$ cat config.mk
export PLATFORM = sky130hd
export DESIGN_NAME = hf1_code_decode
export DESIGN_NICKNAME = d
export VERILOG_FILES = /design/src/rtl/hf1_pkg.sv /design/src/rtl/hf1_code_decode.sv
export SDC_FILE = /design/constraint.sdc
export NUM_CORES = 1
export LEC_CHECK = 0
export CORE_AREA = 4 4 41 43
export DETAILED_ROUTE_END_ITERATION = 12
export DIE_AREA = 0 0 45 47
export GPL_TIMING_DRIVEN = 0
export PLACE_DENSITY_LB_ADDON = 0.3
export SYNTH_ARGS = -nofsm -noshare
export SYNTH_HDL_FRONTEND = slang
export SYNTH_SLANG_ARGS = --single-unit
export TNS_END_PERCENT = 10
$ cat constraint.sdc
create_clock -name vclk -period 1.31
set_input_delay 0.131 -clock vclk [all_inputs]
set_output_delay 0.131 -clock vclk [all_outputs]
set_load 0.01 [all_outputs]
$ cat src/rtl/hf1_pkg.sv
// Shared types and code helpers for the HF1 three-channel counter checker.
package hf1_pkg;

  localparam int unsigned HF1_W = 3;
  localparam int unsigned RUN_W = 4;

  typedef enum logic [1:0] {
    SEARCH  = 2'd0,
    ACQUIRE = 2'd1,
    LOCKED  = 2'd2
  } state_e;

  function automatic logic [HF1_W-1:0] gray2bin(input logic [HF1_W-1:0] g);
    logic [HF1_W-1:0] b;
    b[HF1_W-1] = g[HF1_W-1];
    for (int i = int'(HF1_W) - 2; i >= 0; i--) begin
      b[i] = b[i+1] ^ g[i];
    end
    return b;
  endfunction

  function automatic logic [HF1_W-1:0] bitrev(input logic [HF1_W-1:0] v);
    logic [HF1_W-1:0] r;
    for (int i = 0; i < int'(HF1_W); i++) begin
      r[i] = v[int'(HF1_W)-1-i];
    end
    return r;
  endfunction

endpackage

$ cat src/rtl/hf1_code_decode.sv
// Decodes the binary, Gray and bit-reversed channels and flags which ones disagree with binary.
module hf1_code_decode
  import hf1_pkg::*;
(
  input  logic [HF1_W-1:0] ind_i,
  input  logic [HF1_W-1:0] man_i,
  input  logic [HF1_W-1:0] std_i,
  output logic [HF1_W-1:0] vi_o,
  output logic             consistent_o,
  output logic             man_mis_o,
  output logic             std_mis_o
);

  logic [HF1_W-1:0] vm;
  logic [HF1_W-1:0] vs;

  assign vm           = gray2bin(man_i);
  assign vs           = bitrev(std_i);
  assign vi_o         = ind_i;
  assign man_mis_o    = (vm != ind_i);
  assign std_mis_o    = (vs != ind_i);
  assign consistent_o = ~man_mis_o & ~std_mis_o;

endmodule

==> key figures <==
Route
  • Avg WL per Cell: 8.91 um
  • Routed Wire Length: 410 um
  • Via Count: about 170
  • DR DRC count: 0
  • Via density: 3.67
  • Post-DRT Antenna Nets: 0
  • Pre-antenna DRT Iters: 4
  • DR iter-0 viols: 4

Hold path
  • Hold Path Class: input port to output port

Critical path
  • Max incr delay on CP: between 0.3 and 0.4 ns
  • CP Capture Type: output port
  • Critical-path top delay cell: or3_1
  • CP Class: input port to output port
  • Worst setup SP type: input port
  • Arrival time at the worst endpoint: between 1 and 1.5 ns
  • Cells along the critical path: buf_8 -> or3_1 -> a211o_1 -> and2_1 -> buf_2
  • Worst-path maximum fanout: 6
  • Required time of the worst setup path: between 1 and 1.5 ns

Power
  • VDD IR max: just over 0.1 mV
  • Comb power frac: 1.000
  • Power per cell area: ~290 nW/um^2
  • Switching Share: 0.372
  • Int Pwr: 0.0000502 W
  • Lkg Pwr: around 0.12 nW
  • Clock Power Share: 0
  • Seq pwr share: 0
  • Total Power: around 0.00008 W
  • NetSw: around 0.000030 W

Floorplanning
  • Die width: 45 um
  • I/O pin cnt: 15
  • Die Ht: roughly 47 um
  • Core region area: 1300 sq um
  • Initial Utilization: 0.0913
  • Die area: roughly 2100 sq um
  • # rows: 13

Global route
  • First-pass GRT wire length: ~670 um
  • Total track usage: 0.0417
  • Congestion Overflow GR: 0
  • Initial antenna violation count: 0
  • Vias in the first global route: 170
  • Largest net degree at the start of global routing: 7

Synthesis
  • Ranking of synthesized cells by area: xnor2_1 (22%), buf_4 (19%), and3b_2 (8.4%)
  • Syn_nets: 25
  • Leading area contributor after synthesis: xnor2_1
  • Sequential-to-total area share from yosys stat: 0
  • Library cells used by synthesis: 11
  • Mapped Area: ~120 sq um
  • Mapped Cells: 16
  • Post-synth top area share: 0.221
  • Synth Warn #: 0
  • Syn_area_per_cell: between 7 and 8 sq um

Timing
  • RSZ-0062 raised after global routing: yes
  • Final hold violations: 0
  • Tightest Pin Transition: ~0.24 ns
  • Max Transition Viols Final: 0
  • Period Utilization, post-route: 1.02
  • Final Critical Period: around 1.3 ns
  • Setup TNS: -0.0269 ns
  • Fin worst setup slack: -0.0269 ns
  • Max Fclk: 0.748 GHz
  • Slew HR: 0.840
  • Final setup viols: 1

Final layout
  • Util after Layout: 0.213
  • Clkbuf count: 0
  • Seq_cells: 0
  • Ant. Diodes: 0
  • Commonest non-fill, non-tap cells in the layout: clkdlybuf4s50_1 (6), xnor2_1 (3), buf_4 (3)
  • P&R area growth vs syn: 133%
  • FILL cells: 157
  • Commonest non-fill, non-tap cell in the layout: clkdlybuf4s50_1
  • Layout Nets: 42
  • Share of layout cells above drive strength 1: 0.323
  • FF+latch area: 0 sq um

Status
  • Failing checks: negative setup slack
  • Outcome: finished with violations

Placement
  • Worst slack at placement: -0.869 ns
  • RD Place Congestion: ~0.68
  • Port buffer count: 15

CTS
  • Post-CTS setup buffers: 0

Run
  • Maxcap violations: 0
[synthesized netlist by cell type]
master    count
buf_4         3
xnor2_1       3
o211ai_1      1
nand3_1       2
a211o_1       1
or3_1         1
and3b_2       1
a21oi_1       1
nor3b_1       1
and2_1        1
xor2_1        1
[path summary, 6_finish.rpt]
check            to  slack, ns     start  cells after the start
max       man_mis_o      -0.03  ind_i[2]                      5
min    consistent_o       0.70  ind_i[2]                      5
[power by group through the flow]
| stage | Sequential, W | Combinational, W | Clock (W) |
|---|---|---|---|
| 6_report | 0 | 0.0000799 | 0 |
| 2_1_floorplan | 0 | 0.0000322 | 0 |
| 3_3_place_gp | 0 | 0.0000878 | 0 |
| 3_5_place_dp | 0 | 0.0000880 | 0 |
| 5_1_grt | 0 | 0.0000874 | 0 |
| 4_1_cts | 0 | 0.0000791 | 0 |
[cell type report]
| type | instances | area, sq um | share of cell area |
|---|---|---|---|
| well taps | 15 | 18.8 | 0.0679 |
| plain buffers | 3 | 22.5 | 0.0814 |
| repair buffers | 15 | 135 | 0.489 |
| multi-input cells | 13 | 100 | 0.362 |
[worst max-delay path: cells and delay by family]
family / cells / cell delay, ns
buffers and inverters: 2 / 0.23
AOI/OAI and AO/OA: 1 / 0.32
and+or+nand+nor: 2 / 0.52
[layer usage]
metal / part of all wire / vias to the layer above / wire [um] / global-route usage
li1: - / 85 / - / -
met1: 0.48 / 67 / 196 / 0.0562
met2: 0.29 / 17 / 120 / 0.0621
met3: 0.23 / 0 / 94 / 0.0230
met4: 0 / 0 / 0 / 0
met5: 0 / - / 0 / 0
[what timing repair did]
item	CTS	global route
hold buffers	0	0
gates resized for setup	16	12
endpoints found under the setup margin	6	2
cloned	0	0
pin swaps	1	3
[logic make-up (layout without fill, tap and decap cells)]
kind of cell | Yosys count | count (layout) | share of synthesized area
AO/OA/AOI/OAI | 3 | 3 | 0.179
XOR/XNOR | 4 | 4 | 0.295
buffers and inverters | 3 | 18 | 0.189
AND/OR/NAND/NOR | 6 | 6 | 0.337
[metrics by stage]
step	std cells	instance area (sq um)	hold slack, ns
after global routing	46	277	0.751
after floorplan	16	119	0.354
after CTS	46	273	0.863
final	46	277	0.701
after global placement	46	288	1.38
after detailed placement	46	288	1.38
No activity file was read; power rests on OpenSTA's default activity.
